**src/rtl/defines_pkg.sv**
```systemverilog
`default_nettype none
// ============================================================================
// Module   : defines_pkg
// Purpose  : Shared widths, command-word bit positions and the APB master
//            state type used by apb_master and apb_timeout_cnt.
// Ports    : none (package)
// Revision : 1.0 - initial release
// ============================================================================
package defines_pkg;

   localparam int ADDR_W       = 32;
   localparam int DATA_W       = 32;
   localparam int CMD_W        = 66;
   localparam int CMD_RW_BIT   = 64;
   localparam int CMD_ADDR_MSB = 63;
   localparam int CMD_ADDR_LSB = 32;
   localparam int CMD_DATA_MSB = 31;
   localparam int CMD_DATA_LSB = 0;

   typedef enum logic [1:0] {
      IDLE   = 2'd0,
      SETUP  = 2'd1,
      ACCESS = 2'd2
   } apb_state_t;

endpackage : defines_pkg
`default_nettype wire

```
**src/rtl/apb_timeout_cnt.sv**
```systemverilog
`default_nettype none
// ============================================================================
// Module   : apb_timeout_cnt
// Purpose  : Counts ACCESS-phase cycles in which the completer is not ready
//            and flags the cycle on which the TIMEOUT_CYCLES-th such cycle
//            occurs.
// Ports    : clk, rst       - clock, asynchronous active-high reset
//            clear          - restart the count (outside ACCESS)
//            count_en       - ACCESS cycle with pready_i low
//            expired        - this not-ready cycle is the TIMEOUT_CYCLES-th
// Revision : 1.0 - initial release
// ============================================================================
module apb_timeout_cnt #(
   parameter int TIMEOUT_CYCLES = 16
) (
   input  logic clk,
   input  logic rst,
   input  logic clear,
   input  logic count_en,
   output logic expired
);

   localparam int CNT_W = (TIMEOUT_CYCLES > 1) ? $clog2(TIMEOUT_CYCLES) : 1;

   // Holds the number of not-ready cycles already seen in this ACCESS phase.
   logic [CNT_W-1:0] r_cnt;

   assign expired = count_en && (r_cnt == CNT_W'(TIMEOUT_CYCLES - 1));

   always_ff @(posedge clk or posedge rst) begin
      if (rst) begin
         r_cnt <= '0;
      end else if (clear) begin
         r_cnt <= '0;
      end else if (count_en && !expired) begin
         r_cnt <= r_cnt + 1'b1;
      end
   end

endmodule : apb_timeout_cnt
`default_nettype wire

```
**src/rtl/apb_master.sv**
```systemverilog
`default_nettype none
// ============================================================================
// Module   : apb_master
// Purpose  : Pops commands from a first-word-fall-through FIFO and executes
//            each one as a single APB transfer (IDLE -> SETUP -> ACCESS).
//            Read completions return as a one-cycle rd_valid_o pulse.
// Config   : APB_TIMEOUT_EN - when defined, an ACCESS phase that sees
//            TIMEOUT_CYCLES not-ready cycles is aborted with err_o/timeout_o
//            (and rd_valid_o with zero data for reads). Undefined: ACCESS
//            waits forever and timeout_o is tied low.
// Ports    : clk, rst (async, active-high)
//            fifo_empty_i, fifo_data_i, fifo_rd_en_o   - command FIFO
//            psel_o, penable_o, pwrite_o, paddr_o, pwdata_o,
//            prdata_i, pready_i, pslverr_i             - APB requester
//            rd_valid_o, rd_data_o                     - read completion
//            err_o, timeout_o, busy_o                  - status
// Revision : 1.0 - initial release
// ============================================================================
module apb_master
   import defines_pkg::*;
#(
   parameter int TIMEOUT_CYCLES = 16
) (
   input  logic              clk,
   input  logic              rst,
   input  logic              fifo_empty_i,
   input  logic [CMD_W-1:0]  fifo_data_i,
   output logic              fifo_rd_en_o,
   output logic              psel_o,
   output logic              penable_o,
   output logic              pwrite_o,
   output logic [ADDR_W-1:0] paddr_o,
   output logic [DATA_W-1:0] pwdata_o,
   input  logic [DATA_W-1:0] prdata_i,
   input  logic              pready_i,
   input  logic              pslverr_i,
   output logic              rd_valid_o,
   output logic [DATA_W-1:0] rd_data_o,
   output logic              err_o,
   output logic              timeout_o,
   output logic              busy_o
);

   apb_state_t        r_state;
   apb_state_t        w_next;
   logic              r_rw;
   logic [ADDR_W-1:0] r_addr;
   logic [DATA_W-1:0] r_wdata;
   logic              r_rd_valid;
   logic              r_err;
   logic [DATA_W-1:0] r_rd_data;
   logic              w_pop;
   logic              w_done;
   logic              w_tmo;
   logic              w_unused_rsvd;

   // Bit 65 of the command word is reserved.
   assign w_unused_rsvd = fifo_data_i[CMD_W-1];

   // Gated by rst so the FIFO is never popped while the block is held in reset.
   assign w_pop  = (r_state == IDLE) && !fifo_empty_i && !rst;
   assign w_done = (r_state == ACCESS) && pready_i;

`ifdef APB_TIMEOUT_EN
   logic r_timeout;

   apb_timeout_cnt #(
      .TIMEOUT_CYCLES (TIMEOUT_CYCLES)
   ) u_timeout_cnt (
      .clk      (clk),
      .rst      (rst),
      .clear    (r_state != ACCESS),
      .count_en ((r_state == ACCESS) && !pready_i),
      .expired  (w_tmo)
   );

   always_ff @(posedge clk or posedge rst) begin
      if (rst) begin
         r_timeout <= 1'b0;
      end else begin
         r_timeout <= w_tmo;
      end
   end

   assign timeout_o = r_timeout;
`else
   localparam int C_UNUSED_TMO = TIMEOUT_CYCLES;

   assign w_tmo     = 1'b0;
   assign timeout_o = 1'b0;
`endif

   always_ff @(posedge clk or posedge rst) begin
      if (rst) begin
         r_state <= IDLE;
      end else begin
         r_state <= w_next;
      end
   end

   always_comb begin
      w_next    = r_state;
      psel_o    = 1'b0;
      penable_o = 1'b0;
      case (r_state)
         IDLE: begin
            if (w_pop) begin
               w_next = SETUP;
            end
         end
         SETUP: begin
            psel_o = 1'b1;
            w_next = ACCESS;
         end
         ACCESS: begin
            psel_o    = 1'b1;
            penable_o = 1'b1;
            if (w_done || w_tmo) begin
               w_next = IDLE;
            end
         end
         default: begin
            w_next = IDLE;
         end
      endcase
   end

   // Command latch and completion pulses. rd_data_o only changes when a read
   // finishes, so it holds across writes and idle periods.
   always_ff @(posedge clk or posedge rst) begin
      if (rst) begin
         r_rw       <= 1'b0;
         r_addr     <= '0;
         r_wdata    <= '0;
         r_rd_valid <= 1'b0;
         r_err      <= 1'b0;
         r_rd_data  <= '0;
      end else begin
         r_rd_valid <= 1'b0;
         r_err      <= 1'b0;
         if (w_pop) begin
            r_rw    <= fifo_data_i[CMD_RW_BIT];
            r_addr  <= fifo_data_i[CMD_ADDR_MSB:CMD_ADDR_LSB];
            r_wdata <= fifo_data_i[CMD_DATA_MSB:CMD_DATA_LSB];
         end
         if (w_done) begin
            r_rd_valid <= !r_rw;
            r_err      <= pslverr_i;
            if (!r_rw) begin
               r_rd_data <= prdata_i;
            end
         end else if (w_tmo) begin
            r_rd_valid <= !r_rw;
            r_err      <= 1'b1;
            if (!r_rw) begin
               r_rd_data <= '0;
            end
         end
      end
   end

   assign fifo_rd_en_o = w_pop;
   assign pwrite_o     = r_rw;
   assign paddr_o      = r_addr;
   assign pwdata_o     = r_wdata;
   assign rd_valid_o   = r_rd_valid;
   assign rd_data_o    = r_rd_data;
   assign err_o        = r_err;
   assign busy_o       = (r_state != IDLE);

endmodule : apb_master
`default_nettype wire

```
**config.mk**
```make
export PLATFORM = sky130hd
export DESIGN_NAME = apb_master
export DESIGN_NICKNAME = d
export VERILOG_FILES = /design/src/rtl/defines_pkg.sv /design/src/rtl/apb_timeout_cnt.sv /design/src/rtl/apb_master.sv
export SDC_FILE = /design/constraint.sdc
export NUM_CORES = 1
export LEC_CHECK = 0
export ABC_AREA = 1
export ABC_CLOCK_PERIOD_IN_PS = 9400
export CORE_ASPECT_RATIO = 1.1
export CORE_MARGIN = 2
export CORE_UTILIZATION = 55
export DETAILED_ROUTE_END_ITERATION = 10
export DONT_BUFFER_PORTS = 1
export PLACE_DENSITY = 0.7
export SYNTH_ARGS = -nofsm -noshare
export SYNTH_HDL_FRONTEND = slang
export SYNTH_SLANG_ARGS = --single-unit
```
**constraint.sdc**
```tcl
create_clock -name clk -period 9.4 [get_ports clk]
set_input_delay 1.41 -clock clk [delete_from_list [all_inputs] [get_ports clk]]
set_output_delay 1.41 -clock clk [all_outputs]
set_load 0.005 [all_outputs]
```
==> results.yml <==
status:
  status: "complete, no violations"
synth:
  yosysTopAreaCell: "dfrtp_1"
  syn-num-nets: 545
  ys_seq_area_share_pct: 64.43
  async_reset_ff_share_pct: 100.0
  synth_top_area_share_pct: 64.43
  ys_types: 15
  synth.area.top_cells: "dfrtp_1, nand2_1, buf_6"
  ys_ff_latch: 101
  synth-edff-count: 0
  synth_flop_cell: "dfrtp_1"
  synth_area_per_cell_um2: 8.956
  synth_common_cells: "nand2_1, dfrtp_1, buf_2, buf_4"
  synth_cells: 438
  yosysWarnings: 0
  synth_most_common_cell: "nand2_1"
  syn_area_um2: 3923
sta:
  hold_slack_ps: 512.4
  hold_viol: 0
  final_max_slew_viol_count: 0
  worst_pin_slew_ps: 697.3
  fin_skew_ps: 10.10
  slew_headroom_pct: 53.52
  finalSetupTns_ps: 0
  finalSetupViolCount: 0
  worst_slack_ps: 6323
  period_share_pct: 32.73
  rsz0062_at_grt: "no"
  fin_crit_ps: 3077
  fmax_ghz: 0.3250
floorplanning:
  dieHeight_um: 92.57
  coreArea_um2: 6967
  start_util_pct: 56.30
  die_w_um: 84.52
  fp-row-count: 32
  io_pins: 207
  dieArea_um2: 7824
detailed_routing:
  firstDrtPassIters: 4
  drt-total-wl_um: 8196
  antenna_left: 0
  drtIter0Drc: 119
  vias: 2715
  via_per_inst: 5.241
  drc: 0
  avgRoutedWirePerCell_um: 15.82
cells_and_area:
  syn_to_final_growth_pct: 4.051
  finalNetCount: 538
  drive_gt1_share_pct: 4.850
  finish.utilization_pct: 58.58
  antennaDiodeCount: 0
  design_area_um2: 4081
  fin_cells: 518
hold_path:
  hp-class: "flip-flop to flip-flop"
critical_path:
  critPathCaptureType: "output pin"
  critical_path_class: "input pin to output pin"
  crit_arrival_ps: 1670
  path_max_fanout: 2
  critPathRequiredTime_ps: 7990
  critPathLaunchType: "input pin"
clocking:
  cts_hold_buffers: 0
  htreeDepth: 3
  cts_resized: 0
  post_cts_buffers: 0
  cts_tree: "yes"
  clock_latency_ps: 340
  clkSinkCount: 101
  cts_buffer_depth: 2
  cts_inserted_buffers: 9
  clkSlewWorstSetupHoldPaths_ps: 90
  root_buffer: "clkbuf_8"
global_route:
  grt_max_degree: 66
  grt_pass1_vias: 2796
  antenna_found_initial: 0
  gr-total-overflow: 0
  track_usage_pct: 21.14
  grt_pass1_wl_um: 13190
flow_run:
  maxCapViolCount: 0
pwr:
  p_leak_nw: 2.295
  powerDensity_nw_per_um2: 327.8
  ir_drop_v: 0.0001569
  power.total_mw: 1.338
placement:
  gp_congestion: 0.8290
  dpl_cell_area_um2: 3905
  dp_cells: 505
  portBuffers: 0
  dp_hpwl_um: 5727
  pre_cts_slack_ps: 6318
[cells by family after synthesis]
kind of cell             count (synthesis)  share of synthesized area, %
AND/OR/NAND/NOR                        303                         29.54
flip-flops                             101                         64.43
buffers and inverters                   28                         4.529
adder cells (fa/ha/maj)                  4                         1.276
AO/OA/AOI/OAI                            1                        0.1275
other                                    1                       0.09560
[final timing paths]
check / slack [ps] / from / end / cells past startpoint
max: 6320 / fifo_empty_i / fifo_rd_en_o / 3
min: 510 / rd_data_o[15] / rd_data_o[15] / 2
max reg2reg: 7440 / r_state[0] / rd_data_o[4] / 6
min reg2reg: 510 / rd_data_o[15] / rd_data_o[15] / 2
max in group asynchronous: 7310 / rst / rd_data_o[7] / 2
min in group asynchronous: 970 / rst / rd_data_o[31] / 1
[layout make-up]
cell class / instances / area [um^2]
fill: 619 / 2885
sequential: 101 / 2527
clock buffer: 9 / 123.9
multi-input combinational: 309 / 1220
inverter: 7 / 28.78
clock inverter: 4 / 52.55
timing repair buffer: 3 / 22.52
tap: 85 / 106.4
[sequential cells by signal (all words and copies together) (netlist names)]
register	flops
paddr_o	32
pwdata_o	32
rd_data_o	32
r_state	2
err_o	1
pwrite_o	1
rd_valid_o	1
[worst max-delay path: stages]
cell and delay (ps):
nor2_1 110, nand2_2 80, inv_2 70
[where the power goes]
group	leakage (nW)	internal, mW	switching (mW)	total, mW
Clock	0.0793	0.119	0.137	0.256
Sequential	1.26	0.633	0.166	0.799
Combinational	0.952	0.109	0.175	0.283
Total	2.30	0.860	0.478	1.34
[metal layers]
layer	track usage (%)	part of all wire [%]	up-vias
met5	0	0	-
met3	5.971	8.6	20
met4	9.788	2.7	0
met2	34.65	49	150
met1	26.02	40	1261
li1	-	-	1284
[cells in the final DEF, fill, tap and decap left out, drive strengths merged]
cell type and instances:
and3 1, buf 3, bufinv 1, clkbuf 9, clkinvlp 3, conb 1, dfrtp 101, ha 4
inv 7, nand2 298, nand3 2, nand3b 1, nor2 1, o21ai 1
No activity file was read; power rests on OpenSTA's default activity.
